## src/rtl/mem_access_unit.sv

```systemverilog
// mem_access_unit: load/store initiator for a byte-enabled sync-read RAM.
// Optional misaligned-access trap: define MAU_MISALIGN_TRAP_EN.
module mem_access_unit #(
  parameter int ADDR_W = 16
) (
  input  logic              clock,
  input  logic              reset,
  input  logic              req_valid,
  output logic              req_ready,
  input  logic              req_write,
  input  logic [1:0]        req_size,
  input  logic              req_signed,
  input  logic [ADDR_W-1:0] req_addr,
  input  logic [31:0]       req_wdata,
  output logic              resp_valid,
  output logic [31:0]       resp_rdata,
  output logic              resp_error,
  output logic [ADDR_W-1:0] ram_address,
  output logic [3:0]        ram_isWrite,
  output logic [31:0]       ram_writeData,
  output logic              ram_isRead,
  output logic              ram_byteRead,
  input  logic [31:0]       ram_data
);

  typedef enum logic [1:0] {
    IDLE,
    ISSUE,
    CAPTURE,
    RESP
  } state_t;

  state_t r_state;
  state_t w_next;

  logic              r_write;
  logic [1:0]        r_size;
  logic              r_signed;
  logic [ADDR_W-1:0] r_addr;
  logic [31:0]       r_wdata;
  logic [31:0]       r_rdata;
  logic              r_error;

  logic        w_accept;
  logic        w_trap;
  logic        w_issue;
  logic        w_byte;
  logic        w_half;
  logic [3:0]  w_be;
  logic [31:0] w_wdata;
  logic [1:0]  w_bsel;
  logic [7:0]  w_b;
  logic [15:0] w_h;
  logic [31:0] w_ext;

  assign w_accept = (r_state == IDLE) && req_valid;
  assign w_issue  = (r_state == ISSUE) && !reset;
  assign w_byte   = (r_size == 2'b00);
  assign w_half   = (r_size == 2'b01);

`ifdef MAU_MISALIGN_TRAP_EN
  assign w_trap = w_accept &&
    ((req_size == 2'b01 && req_addr[0]) ||
     (req_size[1] && req_addr[1:0] != 2'b00));
`else
  assign w_trap = 1'b0;
`endif

  // State register
  always_ff @(posedge clock) begin
    if (reset) r_state <= IDLE;
    else       r_state <= w_next;
  end

  // Next-state: trapped requests skip the RAM entirely
  always_comb begin
    w_next = r_state;
    unique case (r_state)
      IDLE: begin
        if (w_accept) w_next = w_trap ? RESP : ISSUE;
      end
      ISSUE:   w_next = r_write ? RESP : CAPTURE;
      CAPTURE: w_next = RESP;
      RESP:    w_next = IDLE;
      default: w_next = IDLE;
    endcase
  end

  // Request capture and response registers (held until next response)
  always_ff @(posedge clock) begin
    if (reset) begin
      r_write  <= 1'b0;
      r_size   <= 2'b00;
      r_signed <= 1'b0;
      r_addr   <= '0;
      r_wdata  <= '0;
      r_rdata  <= '0;
      r_error  <= 1'b0;
    end else begin
      if (w_accept) begin
        r_write  <= req_write;
        r_size   <= req_size;
        r_signed <= req_signed;
        r_addr   <= req_addr;
        r_wdata  <= req_wdata;
      end
      if (w_trap) begin
        r_rdata <= '0;
        r_error <= 1'b1;
      end
      if (r_state == ISSUE && r_write) begin
        r_rdata <= '0;
        r_error <= 1'b0;
      end
      if (r_state == CAPTURE) begin
        r_rdata <= w_ext;
        r_error <= 1'b0;
      end
    end
  end

  // Lane enables and replicated store data (big-endian lanes)
  always_comb begin
    w_be    = 4'b1111;
    w_wdata = r_wdata;
    unique case (1'b1)
      w_byte: begin
        w_be    = 4'b1000 >> r_addr[1:0];
        w_wdata = {4{r_wdata[7:0]}};
      end
      w_half: begin
        w_be    = r_addr[1] ? 4'b0011 : 4'b1100;
        w_wdata = {2{r_wdata[15:0]}};
      end
      default: ;
    endcase
  end

  // Load lane select and extension
  always_comb begin
    w_bsel = 2'd3 - r_addr[1:0];
    w_b    = ram_data[{w_bsel, 3'b000} +: 8];
    w_h    = r_addr[1] ? ram_data[15:0] : ram_data[31:16];
    w_ext  = ram_data;
    unique case (1'b1)
      w_byte:  w_ext = {{24{r_signed & w_b[7]}}, w_b};
      w_half:  w_ext = {{16{r_signed & w_h[15]}}, w_h};
      default: ;
    endcase
  end

  assign req_ready     = (r_state == IDLE);
  assign resp_valid    = (r_state == RESP);
  assign resp_rdata    = r_rdata;
  assign resp_error    = r_error;
  assign ram_address   = {r_addr[ADDR_W-1:2], 2'b00};
  assign ram_writeData = w_wdata;
  assign ram_isWrite   = (w_issue && r_write) ? w_be : 4'b0000;
  assign ram_isRead    = w_issue && !r_write;
  assign ram_byteRead  = ram_isRead && w_byte;

endmodule
```

## config.mk

```make
export PLATFORM = sky130hd
export DESIGN_NAME = mem_access_unit
export DESIGN_NICKNAME = d
export VERILOG_FILES = /design/src/rtl/mem_access_unit.sv
export SDC_FILE = /design/constraint.sdc
export NUM_CORES = 1
export LEC_CHECK = 0
export ABC_CLOCK_PERIOD_IN_PS = 2350
export CORE_MARGIN = 1.5
export CORE_UTILIZATION = 43
export CTS_CLUSTER_DIAMETER = 100
export CTS_CLUSTER_SIZE = 12
export DETAILED_ROUTE_END_ITERATION = 8
export GPL_TIMING_DRIVEN = 0
export MAX_ROUTING_LAYER = met4
export PLACE_DENSITY = 0.8
export SETUP_SLACK_MARGIN = 0.4
export SYNTH_ARGS = -nofsm -noshare
export SYNTH_HDL_FRONTEND = slang
export SYNTH_SLANG_ARGS = --single-unit
```

## constraint.sdc

```tcl
create_clock -name clock -period 2.35 [get_ports clock]
set_input_delay 0.235 -clock clock [delete_from_list [all_inputs] [get_ports clock]]
set_output_delay 0.235 -clock clock [all_outputs]
set_load 0.02 [all_outputs]
```

==> results by group <==
Floorplan
  – Core ar.: 0.00973 mm^2
  – Die H: 103 um
  – I/O pins: 176
  – Die area: 0.0106 mm^2
  – Initial core utilization: 0.441
  – Die span in x: 103 um
  – Placement Rows: 36

Yosys
  – Yosys Warn Count: 0
  – Post-Synthesis Cells: 521
  – Main synth FF type: dfxtp_1
  – Post-synth EDFFs: 0
  – Flip-flop and latch count after synthesis: 86
  – Asr flop ratio synth: 0
  – Cell area after synthesis: 0.00429 mm^2
  – Sequential area share after synthesis: 0.402
  – Post-synthesis cell type count: 42
  – Syn_area_per_cell: 8.23 um^2

Critical path
  – Worst EP arrival: 1.66 ns
  – Reg2reg path depth: 6
  – Crit path max fanout: 10
  – Capturing point of the worst reg2reg path: resp_rdata[31]
  – Worst setup path start: r_size[1]
  – Crit path kind: register to output port
  – Worst EP required: 2.12 ns
  – Crit path launch type: register
  – Flop2flop setup slack: 0.53 ns
  – Setup crit end kind: output port
  – RR Startpoint: r_state[0]

Timing
  – Final Hold Vio Count: 0
  – Final TNS setup: 0 ns
  – Minimum clock period after layout: 1.90 ns
  – Slew Viols, Final: 0
  – RSZ-0062 raised after global routing: true
  – Worst-Margin Slew: 0.777 ns
  – WHS: 0.339 ns
  – Period utilization: 0.807
  – Endpoints failing setup: 0
  – Slew Limit Headroom: 0.478
  – Fmax: 528 MHz
  – Clk_skew: 0.00821 ns

Place
  – Cell Area, Placed: 0.00617 mm^2
  – Port bufs: 171
  – GP Congestion: 0.906
  – Hpwl dp: 10,200 um

Cells and area
  – Final Cell Area: 0.00649 mm^2
  – Footprint of the multi-input gates: 0.00219 mm^2
  – Storage element area: 0.00173 mm^2
  – Fillers: 848
  – Final nets: 798
  – Ant. Diodes: 0
  – Share of layout cells above drive strength 1: 0.206
  – Area delta synth->final: 51.4%
  – Core Util, Final: 0.667

Global route
  – Grt total ovfl: 0
  – Largest net degree at the start of global routing: 16
  – First-pass GRT wire length: 20,700 um
  – Antenna violations before repair: 0
  – Number of global-route vias before repair: 4,105
  – Gr usage total: 0.263

Power
  – Leak: 2.54 nW
  – Final Power: 5.67 mW
  – Pwr/cell area: 874 mW/mm^2
  – Peak VDD IR: 0.419 mV

Hold path
  – Worst Hold Launch: reset
  – Hold Path Class: input port to register
  – Hold depth: 3
  – Worst Hold End: resp_rdata[2]

Job
  – Max cap viols: 0

Detailed routing
  – Antenna-violating nets left: 0
  – WL per Instance: 16.1 um
  – Vias: 4,485
  – DR pass1 iterations: 5
  – Drt drc: 0
  – Final WL: 13,600 um
  – Routed vias/inst: 5.31
  – Starting DRT DRC Count: 170

Clock network
  – Clk_lat worst skew: 0.35 ns
  – Max clock buf depth: 2
  – H-tree lvl count: 3
  – Clock-pin transition on the worst setup and hold timing paths: 0.09 ns
  – TritonCTS clock tree: done
  – Clock Sinks: 86
  – Clock root cell: clkbuf_8
  – CTS Buf Count: 9

Status
  – Outcome: complete, no violations
[sequential cells by signal, indices dropped and copies added, names as in the netlist]
name and cells:
r_state 2, r_write 1, r_signed 1, resp_rdata 32
r_addr 16, r_wdata 32, r_size 2
[where the power goes]
part	leakage (nW)	switching [mW]	internal [mW]	total, mW
logic	1.72	1.38	1.11	2.49
registers	0.703	0.187	1.71	1.89
clock network	0.125	0.545	0.745	1.29
total	2.54	2.11	3.56	5.67
[cells by family (layout without fill, tap and decap cells)]
group,Yosys count,after routing,share of synthesized area
mux,37,37,0.0975
simple gates,164,164,0.165
flops,86,86,0.402
compound gates,149,149,0.222
buf+inv,80,269,0.101
fa+ha+maj,4,4,0.0117
other cells,1,3,0.000875
[worst max-delay path, stage by stage (launching register included)]
cell,delay (ns)
dfxtp_4,0.39
buf_6,0.16
buf_12,0.15
mux2_2,0.35
clkdlybuf4s15_2,0.26
[cell type report]
| class | instances | share of cell area |
|---|---|---|
| multi-input combinational | 357 | 0.338 |
| sequential | 86 | 0.266 |
| timing repair buffer | 173 | 0.249 |
| buffer | 67 | 0.0738 |
| tap | 133 | 0.0256 |
| clock buffer | 10 | 0.0212 |
| clock inverter | 6 | 0.0181 |
| inverter | 13 | 0.00752 |
[synthesized netlist by cell type, types with 2 or more instances]
library cell,number,area share
inv_1,13,0.011
nor2b_1,8,0.012
a311oi_1,7,0.014
clkbuf_1,28,0.025
a31oi_1,8,0.012
a221oi_1,7,0.014
a211oi_1,3,0.0053
a21oi_1,63,0.074
dfxtp_1,86,0.40
nand2b_1,2,0.0029
buf_2,9,0.011
a22o_1,7,0.014
nor3_1,12,0.014
and3_1,7,0.010
mux2_2,18,0.047
nand2_1,124,0.11
o21ai_2,10,0.020
ha_1,4,0.012
a22oi_1,16,0.028
nor2_1,3,0.0026
buf_6,3,0.0079
and2_1,2,0.0029
buf_4,25,0.044
mux2i_1,17,0.040
o21ai_0,22,0.026
[how the worst max path moves through the flow]
stage / to
2_1_floorplan: ram_isWrite[1]
3_3_place_gp: ram_writeData[25]
3_5_place_dp: ram_writeData[26]
4_1_cts: ram_writeData[26]
5_1_grt: resp_rdata[31]
6_report: ram_writeData[23]
[repair_timing]
item	in CTS	in global routing
resized for setup	138	61
endpoints found under the setup margin	51	95
hold buffers	0	0
pin swaps	1	0
setup buffers	2	0
[through the flow]
step / setup WS [ns] / instances
after CTS: 0.297 / 845
after global placement: -0.0770 / 827
final: 0.455 / 845
after floorplan: 0.593 / 523
after detailed placement: -0.111 / 827
after global routing: 0.381 / 845
[layout by cell type, fill, tap and decap left out, drive strengths merged, types with 4 or more instances in the layout]
cell / n
clkdlybuf4s50: 140
nand2: 124
dfxtp: 86
buf: 65
a21oi: 63
clkbuf: 40
o21ai: 32
mux2: 18
mux2i: 18
a22oi: 16
inv: 14
nor3: 12
a31oi: 9
nor2b: 8
and3: 7
a311oi: 7
a221oi: 7
a22o: 7
nor2: 4
ha: 4
[per-layer routing]
metal  part of all wire  vias to the layer above  global-route usage  routed length (um)
li1                   -                     2159                   -                   -
met4              0.033                        0               0.123                 442
met3              0.061                       30              0.0278                 828
met1               0.44                     2108               0.341                5910
met5                  0                        -                   -                   0
met2               0.47                      188               0.413                6400
No activity file was read; power rests on OpenSTA's default activity.
